--- src/rtl/ddr_phy_pkg.sv ---
// ---------------------------------------------------------------------------
// ddr_phy_pkg
// Shared definitions for the DDR PHY read path.
//   DEF_BURST_LENGTH  default beats per READ burst
//   DEF_READ_LATENCY  default clk2x cycles from READ issue to first beat
//   SLOT_CNT_W        width of each in-flight slot's countdown
//   rd_cap_state_e    capture FSM states (IDLE / BURST)
//   preamble_ok()     true when the strobe pair shows a valid read preamble
// ---------------------------------------------------------------------------
package ddr_phy_pkg;

  localparam int DEF_BURST_LENGTH = 8;
  localparam int DEF_READ_LATENCY = 22;
  localparam int SLOT_CNT_W       = 8;

  typedef enum logic {
    ST_IDLE  = 1'b0,
    ST_BURST = 1'b1
  } rd_cap_state_e;

  // A read preamble drives the differential strobe low (t=0, c=1).
  function automatic logic preamble_ok(input logic dqs_t, input logic dqs_c);
    return (dqs_t == 1'b0) && (dqs_c == 1'b1);
  endfunction

endpackage

--- src/rtl/phy_rd_slot_queue.sv ---
// ---------------------------------------------------------------------------
// phy_rd_slot_queue
// In-order queue of outstanding READs. Each slot carries a saturating
// down-counter loaded with LOAD_VAL on push; the head is "expired" once its
// counter reaches zero, which tells the capture FSM the burst is due.
// Ports:
//   clk2x           capture clock
//   rst             asynchronous active-low reset
//   i_push          request to enqueue a READ (ignored while full)
//   i_pop           dequeue the head slot
//   o_head_expired  head slot occupied and its countdown is zero
//   o_full          all DEPTH slots occupied
//   o_count         number of occupied slots
// ---------------------------------------------------------------------------
module phy_rd_slot_queue
  import ddr_phy_pkg::*;
#(
  parameter int DEPTH    = 4,
  parameter int LOAD_VAL = 21
) (
  input  logic                   clk2x,
  input  logic                   rst,
  input  logic                   i_push,
  input  logic                   i_pop,
  output logic                   o_head_expired,
  output logic                   o_full,
  output logic [$clog2(DEPTH):0] o_count
);

  localparam int PTR_W = (DEPTH > 1) ? $clog2(DEPTH) : 1;
  localparam int CNT_W = $clog2(DEPTH) + 1;
  localparam logic [SLOT_CNT_W-1:0] LOAD     = SLOT_CNT_W'(LOAD_VAL);
  localparam logic [PTR_W-1:0]      LAST_PTR = PTR_W'(DEPTH - 1);

  logic [PTR_W-1:0]      r_wr_ptr;
  logic [PTR_W-1:0]      r_rd_ptr;
  logic [CNT_W-1:0]      r_count;
  logic                  r_occ [DEPTH];
  logic [SLOT_CNT_W-1:0] r_cnt [DEPTH];

  logic w_push;
  logic w_pop;

  // Pointers wrap modulo DEPTH, which need not be a power of two.
  function automatic logic [PTR_W-1:0] ptr_inc(input logic [PTR_W-1:0] p);
    return (p == LAST_PTR) ? '0 : p + PTR_W'(1);
  endfunction

  assign o_full         = (r_count == CNT_W'(DEPTH));
  assign w_push         = i_push && !o_full;
  assign w_pop          = i_pop && r_occ[r_rd_ptr];
  assign o_head_expired = r_occ[r_rd_ptr] && (r_cnt[r_rd_ptr] == '0);
  assign o_count        = r_count;

  // Per-slot countdown. A freshly loaded slot does not decrement on the
  // load edge, so LOAD_VAL = latency-1 makes the head expire exactly
  // `latency` edges after the push edge.
  generate
    for (genvar gi = 0; gi < DEPTH; gi++) begin : g_slot
      always_ff @(posedge clk2x or negedge rst) begin
        if (!rst) begin
          r_occ[gi] <= 1'b0;
          r_cnt[gi] <= '0;
        end else if (w_push && (r_wr_ptr == PTR_W'(gi))) begin
          r_occ[gi] <= 1'b1;
          r_cnt[gi] <= LOAD;
        end else if (w_pop && (r_rd_ptr == PTR_W'(gi))) begin
          r_occ[gi] <= 1'b0;
          r_cnt[gi] <= '0;
        end else if (r_occ[gi] && (r_cnt[gi] != '0)) begin
          r_cnt[gi] <= r_cnt[gi] - SLOT_CNT_W'(1);
        end
      end
    end
  endgenerate

  always_ff @(posedge clk2x or negedge rst) begin
    if (!rst) begin
      r_wr_ptr <= '0;
      r_rd_ptr <= '0;
      r_count  <= '0;
    end else begin
      if (w_push) r_wr_ptr <= ptr_inc(r_wr_ptr);
      if (w_pop)  r_rd_ptr <= ptr_inc(r_rd_ptr);
      case ({w_push, w_pop})
        2'b10:   r_count <= r_count + CNT_W'(1);
        2'b01:   r_count <= r_count - CNT_W'(1);
        default: r_count <= r_count;
      endcase
    end
  end

endmodule

--- src/rtl/phy_read_capture_ctrl.sv ---
// ---------------------------------------------------------------------------
// phy_read_capture_ctrl
// Tracks outstanding READs and frames the returning DQ beats into bursts
// for the read-mode FIFO stage.
// Ports:
//   clk2x        capture clock
//   rst          asynchronous active-low reset
//   rdIssue      one-cycle pulse: READ command issued on the DRAM bus
//   dqs_t/dqs_c  differential read strobe (checked for the preamble)
//   inData       raw DQ bus
//   rdReady      a free in-flight slot exists
//   capValid     captured beat valid; capData carries the beat
//   burstFirst   first beat of a burst (qualified by capValid)
//   burstLast    last beat of a burst (qualified by capValid)
//   inflightCnt  queued READs not yet started
//   ovfErr       READ dropped because the queue was full (pulse)
//   lateErr      READ became due while the previous burst was running (pulse)
//   preambleErr  bad strobe preamble before a burst (pulse, first beat)
// ---------------------------------------------------------------------------
module phy_read_capture_ctrl
  import ddr_phy_pkg::*;
#(
  parameter int MEM_DATAWIDTH = 64,
  parameter int BURST_LENGTH  = DEF_BURST_LENGTH,
  parameter int READ_LATENCY  = DEF_READ_LATENCY,
  parameter int MAX_INFLIGHT  = 4
) (
  input  logic                            clk2x,
  input  logic                            rst,
  input  logic                            rdIssue,
  input  logic                            dqs_t,
  input  logic                            dqs_c,
  input  logic [MEM_DATAWIDTH-1:0]        inData,
  output logic                            rdReady,
  output logic                            capValid,
  output logic [MEM_DATAWIDTH-1:0]        capData,
  output logic                            burstFirst,
  output logic                            burstLast,
  output logic [$clog2(MAX_INFLIGHT):0]   inflightCnt,
  output logic                            ovfErr,
  output logic                            lateErr,
  output logic                            preambleErr
);

  localparam int BEAT_W = (BURST_LENGTH > 1) ? $clog2(BURST_LENGTH) : 1;
  localparam logic [BEAT_W-1:0] LAST_BEAT = BEAT_W'(BURST_LENGTH - 1);

  rd_cap_state_e             r_state;
  logic [BEAT_W-1:0]         r_beat;
  logic                      r_cap_valid;
  logic                      r_first;
  logic                      r_last;
  logic                      r_late_err;
  logic                      r_pre_err;
  logic                      r_late_seen;
  logic                      r_ovf_err;
  logic [MEM_DATAWIDTH-1:0]  r_cap_data;

  logic                            w_head_expired;
  logic                            w_full;
  logic                            w_push;
  logic                            w_start;
  logic [$clog2(MAX_INFLIGHT):0]   w_count;

  // Readiness looks only at the current occupancy, so a pop in the same
  // cycle never lets an issue into a full queue.
  assign w_push  = rdIssue && !w_full;

  // A burst may start from IDLE, or seamlessly right after the last beat.
  assign w_start = w_head_expired &&
                   ((r_state == ST_IDLE) || (r_beat == LAST_BEAT));

  phy_rd_slot_queue #(
    .DEPTH    (MAX_INFLIGHT),
    .LOAD_VAL (READ_LATENCY - 1)
  ) u_slot_queue (
    .clk2x          (clk2x),
    .rst            (rst),
    .i_push         (w_push),
    .i_pop          (w_start),
    .o_head_expired (w_head_expired),
    .o_full         (w_full),
    .o_count        (w_count)
  );

  always_ff @(posedge clk2x or negedge rst) begin
    if (!rst) begin
      r_state     <= ST_IDLE;
      r_beat      <= '0;
      r_cap_valid <= 1'b0;
      r_first     <= 1'b0;
      r_last      <= 1'b0;
      r_late_err  <= 1'b0;
      r_pre_err   <= 1'b0;
      r_late_seen <= 1'b0;
    end else begin
      r_late_err <= 1'b0;
      r_pre_err  <= 1'b0;
      if (w_start) begin
        r_state     <= ST_BURST;
        r_beat      <= '0;
        r_cap_valid <= 1'b1;
        r_first     <= 1'b1;
        r_last      <= (BURST_LENGTH == 1);
        // dqs here is the strobe during the cycle before the first beat.
        r_pre_err   <= !preamble_ok(dqs_t, dqs_c);
        r_late_seen <= 1'b0;
      end else begin
        case (r_state)
          ST_IDLE: begin
            r_cap_valid <= 1'b0;
            r_first     <= 1'b0;
            r_last      <= 1'b0;
          end
          ST_BURST: begin
            if (r_beat == LAST_BEAT) begin
              r_state     <= ST_IDLE;
              r_beat      <= '0;
              r_cap_valid <= 1'b0;
              r_first     <= 1'b0;
              r_last      <= 1'b0;
            end else begin
              r_beat      <= r_beat + BEAT_W'(1);
              r_cap_valid <= 1'b1;
              r_first     <= 1'b0;
              r_last      <= ((r_beat + BEAT_W'(1)) == LAST_BEAT);
              // Head became due mid-burst: flag it once; it still runs
              // back-to-back after the current burst.
              if (w_head_expired && !r_late_seen) begin
                r_late_err  <= 1'b1;
                r_late_seen <= 1'b1;
              end
            end
          end
          default: r_state <= ST_IDLE;
        endcase
      end
    end
  end

  always_ff @(posedge clk2x or negedge rst) begin
    if (!rst) begin
      r_cap_data <= '0;
      r_ovf_err  <= 1'b0;
    end else begin
      r_cap_data <= inData;
      r_ovf_err  <= rdIssue && w_full;
    end
  end

  assign rdReady     = !w_full;
  assign capValid    = r_cap_valid;
  assign capData     = r_cap_data;
  assign burstFirst  = r_first;
  assign burstLast   = r_last;
  assign inflightCnt = w_count;
  assign ovfErr      = r_ovf_err;
  assign lateErr     = r_late_err;
  assign preambleErr = r_pre_err;

endmodule

--- config.mk ---
export PLATFORM = sky130hd
export DESIGN_NAME = phy_read_capture_ctrl
export DESIGN_NICKNAME = d
export VERILOG_FILES = /design/src/rtl/ddr_phy_pkg.sv /design/src/rtl/phy_rd_slot_queue.sv /design/src/rtl/phy_read_capture_ctrl.sv
export SDC_FILE = /design/constraint.sdc
export NUM_CORES = 1
export LEC_CHECK = 0
export BUFFER_PORTS_ARGS = -buffer_cell sky130_fd_sc_hd__buf_2
export CAP_MARGIN = 20
export CORE_UTILIZATION = 51
export DETAILED_ROUTE_END_ITERATION = 8
export GPL_TIMING_DRIVEN = 1
export PLACE_DENSITY = 0.81
export SKIP_LAST_GASP = 1
export SYNTH_ARGS = -nofsm -noshare
export SYNTH_HDL_FRONTEND = slang
export SYNTH_SLANG_ARGS = --single-unit
--- constraint.sdc ---
create_clock -name clk2x -period 2.9 [get_ports clk2x]
set_input_delay 0.58 -clock clk2x [delete_from_list [all_inputs] [get_ports clk2x]]
set_output_delay 0.58 -clock clk2x [all_outputs]
set_load 0.03 [all_outputs]
Word level (Yosys, flattened, before mapping)
Index checks and enable logic that the tools add are counted.
Widths: inputs -> output; s select.

cells by class
  add/sub/neg operators = 9
  $lt $le $gt $ge = 1
  eq/ne operators = 12
  muxes and demuxes = 50
  bitwise logic cells = 3
  reductions and logical operators = 43

operators by type and width
  kind                 count
  $mux 8               14
  $reduce_bool 8->1    4
  $sub 8x1->8 const B  4
  $mux 1               26
  $logic_and 1x1->1    20
  $bmux 8 s2           1
  $reduce_bool 2->1    7
  $reduce_bool 3->1    4
  $eq 2x2->1 const B   5
  $eq 3x3->1 const B   3
  $mux 3               3
  $logic_not 8->1      1
  $add 3x1->3 const B  2
  $eq 2x1->1 const B   3
  $pmux 3 s2           1
  $add 2x1->2 const B  2
  $logic_not 2->1      2
  $mux 2               2
  $pmux 1 s2           2
  $ge 3x3->1 const B   1
  $logic_not 1->1      3
  $not 2->3            1
  $reduce_and 3->1     1
  $sub 3x1->3 const B  1
  4 further kinds      5

word-level totals
  bits in registers = 118
  input bits = 69

Logic depth before layout (Yosys ltp)
  depth after elaboration = 11
  gate-level depth with buffers = 12
  gate-level depth less buffers = 11

Hierarchy
A second synthesis with hierarchy kept.

second synthesis, totals
  cells, all modules = 361
  area, all modules = 4520.6 µm²

by module, submodules not included
  module                 times used  cells an instance  area each (µm²)
  phy_rd_slot_queue      1           263                2499.9
  phy_read_capture_ctrl  1           98                 2020.7

Worst setup path after synthesis
No wires, ideal clock.

  path type = reg2reg
  start = register u_slot_queue.r_cnt[28] (netlist name)
  end = register u_slot_queue.r_count[2], in the netlist u_slot_queue.o_count[2]
  arrival = 2390 ps
  path slack = 429 ps
  stages on the path, launching flop included = 12
  period minus slack after synthesis = 2471 ps
  path through = dfrtp_1 or4_4 nor2_1 a31o_2 nor2_1 nor2_1 ha_1 inv_1 fa_1 xor2_1 nor2_1 xor2_1

on the way
  longest elaborated chain between the ends = 9

ends and longest elaborated chain
  item                                                    RTL line                     RTL
  from (decl)                                             phy_rd_slot_queue.sv:39      logic [SLOT_CNT_W-1:0] r_cnt [DEPTH];
  from (signal, indexed assignment)                       phy_rd_slot_queue.sv:71      r_cnt[gi] <= r_cnt[gi] - SLOT_CNT_W'(1);
  $bmux 8 s2 *                                            phy_rd_slot_queue.sv:52      assign o_head_expired = r_occ[r_rd_ptr] && (r_cnt[r_rd_ptr] == '0);
  $mux 8 (implied by the code) * (2 in series)            phy_rd_slot_queue.sv:52
  $logic_not 8->1 *                                       phy_rd_slot_queue.sv:52
  $logic_and 1x1->1 *                                     phy_rd_slot_queue.sv:52
  $logic_and 1x1->1 *                                     phy_read_capture_ctrl.sv:70  assign w_start = w_head_expired &&
  $logic_and 1x1->1 *                                     phy_rd_slot_queue.sv:51      assign w_pop = i_pop && r_occ[r_rd_ptr];
  via u_slot_queue.w_pop                                  phy_rd_slot_queue.sv:42      logic w_pop;
  $eq 2x1->1 / $eq 2x2->1 (equally long branches)         phy_rd_slot_queue.sv:85      case ({w_push, w_pop})
  $pmux 3 s2 / $reduce_bool 2->1 (equally long branches)  n/a
  to (signal assigned)                                    phy_rd_slot_queue.sv:86      2'b10: r_count <= r_count + CNT_W'(1);
  to (signal assigned)                                    phy_rd_slot_queue.sv:87      2'b01: r_count <= r_count - CNT_W'(1);
  to (signal assigned)                                    phy_rd_slot_queue.sv:88      default: r_count <= r_count;
  to (decl)                                               phy_rd_slot_queue.sv:37      logic [CNT_W-1:0] r_count;

The timed path passes the listed nets; every way through them passes the cells marked *. The select of a mux whose other input is x is not followed.
A chain may end at the register's enable or synchronous reset.

Worst setup path after layout
Same ends and word-level chain as after synthesis.

==> impl_results.md <==
* Hold Path Class: input pin to asynchronous set/reset pin
* Data required, critical path at approximately 3.3 ns
* Ant diodes at 0
* Yosys reg bits at about 120
* Pre-CTS setup slack at 0.06780 ns
* Min Tclk post-route at 2.802 ns
* Fill cells at 662
* Seq pwr share at a little under two fifths
* # setup viols final at 0
* Overall routing resource usage at 26.42%
* Met3 wire length at 560 um
* Clock skew at 0.007810 ns
* Max-slew violation count at 0
* Area growth, synth to finish at 30.30%
* Post-synthesis cell type count at 59
* Initial antenna violation count at 1
* Post-Route WL at between 10000 and 15000 um
* Die ar. at 0.009851 sq mm
* Die Ht at ~99 um
* Leading cell type in the layout, fill and taps excluded: buf_2
* Cell Pwr Density at 1013 mW/mm^2
* Slew @ Worst Pin at 0.8367 ns
* Mapped cell area at between 0.004 and 0.005 sq mm
* Vias per inst at between 5 and 6
* Maximum operating frequency at 356.9 MHz
* Crit-path max FO at 7
* Largest net degree at the start of global routing at 82
* Io pins at 143
* Die X at between 90 and 100 um
* Post-DRT Antenna Nets at 0
* Dpl hpwl at 8167 um
* Final Cycle Share at a little under 100%
* Syn Inst Count at 396
* Top FF cell, synth: dfrtp_1
* Reg2reg setup slack at between 0.09 and 0.1 ns
* Slew HR at about 44%
* Clk buf depth at 2
* Met2 wire len at ~6500 um
* Worst skew pair latency at 0.51 ns
* GP Congestion at about 0.88
* Post-synth EDFFs at 0
* Seq/Total Area, Yosys at 60.70%
* Net load switching power at about 2.4 mW
* Layout net count at around 650
* TritonCTS Sinks at between 100 and 150
* Lkg Pwr at a little over 3 nW
* DRT Pass-1 Iters at 5
* Internal at ~3.9 mW
* Syn_nets at a little under 500
* Via count at 3717
* Routed length per placed instance at between 15 and 20 um
* Most frequent cells in the layout: 141 x buf_2, 115 x dfrtp_1, 38 x nor2_1
* # rows at 35
* WHS at a little over 0.04 ns
* WL met1 at 4828 um
* Power share of the clock group at a little under a third
* VDD IR max at around 820 uV
* Critical R2R Launch: u_slot_queue.r_cnt[28]$_DFFE_PN0P_
* Sw Share at a little under two fifths
* Initial Utilization at 52.45%
* Startpoint Class: register
* Crit path DAT at 3.23 ns
* Htree depth at 4
* Layout cells sized above 1 at between 30% and 40%
* Final Hold Fails at 0
* Synth warnings at 0
* Root Driver: clkbuf_8
* Status: finished, final reports clean
* Maxcap violations at 0
* Total power at approximately 6.4 mW
* Max Used Layer: met4
* Ys async rst share at 100.0%
* Worst R2R End: u_slot_queue.o_count[2]$_DFFE_PN0P_
* Setup Buffers After CTS at 0
* First-pass GRT wire length at a little under 20000 um
* CTS Buf Count at 17
* Reg2Reg Depth at 11
* Core area at a little over 0.009 sq mm
* Element type at the critical path end: register
* Crit path kind: register to register
* Avg Cell Area, Syn at 12.18 sq um
* Final core utilization at around 68%
* TritonCTS clock tree: done
* Vias in the first global route at just under 4000
* Clk pin slew, worst setup/hold paths at approximately 0.060 ns
* Total congestion overflow at 0
* IO buf count at 142
* Part of the power in combinational logic at 30.9%
* DR iter-0 viols at around 250
* Setup WS post-layout at ~0.098 ns
* # DRC at 0
[power by group through the flow]
| stage | Clock [mW] | Sequential [mW] | Combinational [mW] |
|---|---|---|---|
| floorplan | 0 | 2.45 | 1.26 |
| global placement | 0 | 2.36 | 1.81 |
| detailed placement | 0 | 2.39 | 1.87 |
| CTS | 2.03 | 2.37 | 1.94 |
| global route | 2.11 | 2.45 | 2.16 |
| finish | 2.00 | 2.40 | 1.97 |
[sequential cells by signal (all words and copies together) (netlist names), 2 cells and up]
name                   count
capData                   64
u_slot_queue.r_cnt        32
u_slot_queue.r_occ         4
r_beat                     3
u_slot_queue.o_count       3
u_slot_queue.r_rd_ptr      2
u_slot_queue.r_wr_ptr      2
[what timing repair did]
action / 4_1_cts / 5_1_grt
hold buffers: 0 / 0
endpoints found under the hold margin: 0 / 0
pin swaps: 0 / 1
resized for setup: 1 / 8
endpoints found under the setup margin: 1 / 2
[worst max-delay path by stage]
stage	from	endpoint	slack, ns	depth (start not counted)
final	u_slot_queue.r_cnt[28]$_DFFE_PN0P_	u_slot_queue.o_count[2]$_DFFE_PN0P_	0.1	11
after global placement	u_slot_queue.r_cnt[28]$_DFFE_PN0P_	u_slot_queue.o_count[2]$_DFFE_PN0P_	0.26	11
after detailed placement	u_slot_queue.r_cnt[28]$_DFFE_PN0P_	u_slot_queue.o_count[2]$_DFFE_PN0P_	0.07	11
after CTS	u_slot_queue.r_cnt[28]$_DFFE_PN0P_	u_slot_queue.o_count[2]$_DFFE_PN0P_	0.05	11
after floorplan	u_slot_queue.r_cnt[28]$_DFFE_PN0P_	u_slot_queue.o_count[2]$_DFFE_PN0P_	0.43	11
after global routing	u_slot_queue.r_cnt[17]$_DFFE_PN0P_	u_slot_queue.o_count[2]$_DFFE_PN0P_	-0.02	11
[critical path, stage by stage, from the launching register on]
cell	delay, ns
dfrtp_2	0.45
or4_4	0.58
nor2_4	0.13
a31o_4	0.18
nor2_1	0.09
nor2_1	0.18
ha_2	0.23
inv_1	0.06
fa_1	0.38
xor2_1	0.16
nor2_1	0.11
xor2_1	0.16
[metrics by stage]
stage          std cells  instance area (sq um)  TNS (ns)
2_1_floorplan        396                   4823         0
3_3_place_gp         648                   5675         0
3_5_place_dp         648                   5675         0
4_1_cts              680                   6247         0
5_1_grt              680                   6285  -0.01512
6_report             680                   6285         0
[layout make-up]
| class | count | area, sq um | share of cell area [%] |
|---|---|---|---|
| Inverter | 26 | 97.59 | 1.553 |
| Timing Repair Buffer | 148 | 770.7 | 12.26 |
| Clock inverter | 14 | 141.4 | 2.250 |
| Clock buffer | 18 | 427.9 | 6.809 |
| Sequential cell | 117 | 2930 | 46.63 |
| Tap cell | 111 | 138.9 | 2.210 |
| Multi-Input combinational cell | 246 | 1778 | 28.29 |
[kinds of logic after synthesis]
group                    share of synthesized area, %
AO/OA/AOI/OAI                                   9.573
XOR/XNOR                                        4.903
adder cells (fa/ha/maj)                         5.603
buffers and inverters                           3.216
flip-flops                                      60.70
multiplexers                                    1.115
AND/OR/NAND/NOR                                 14.89
[routing by layer]
layer | global-route usage, % | up-vias
li1 | - | 1701
met1 | 31.24 | 1856
met2 | 45.30 | 130
met3 | 7.590 | 30
met5 | 0 | -
met4 | 11.09 | 0
[cell usage after synthesis, types with 7 or more instances]
cell	count	area, sq um
a311oi_1	7	61.31
dfrtp_1	117	2928
ha_1	20	250.2
inv_1	26	97.59
nand2_1	23	86.33
nand3_1	13	65.06
nor2_1	39	146.4
nor3_1	7	35.03
nor4_1	8	50.05
o21ai_1	13	65.06
xnor2_1	9	78.83
xor2_1	18	157.7
No activity file was read; power rests on OpenSTA's default activity.
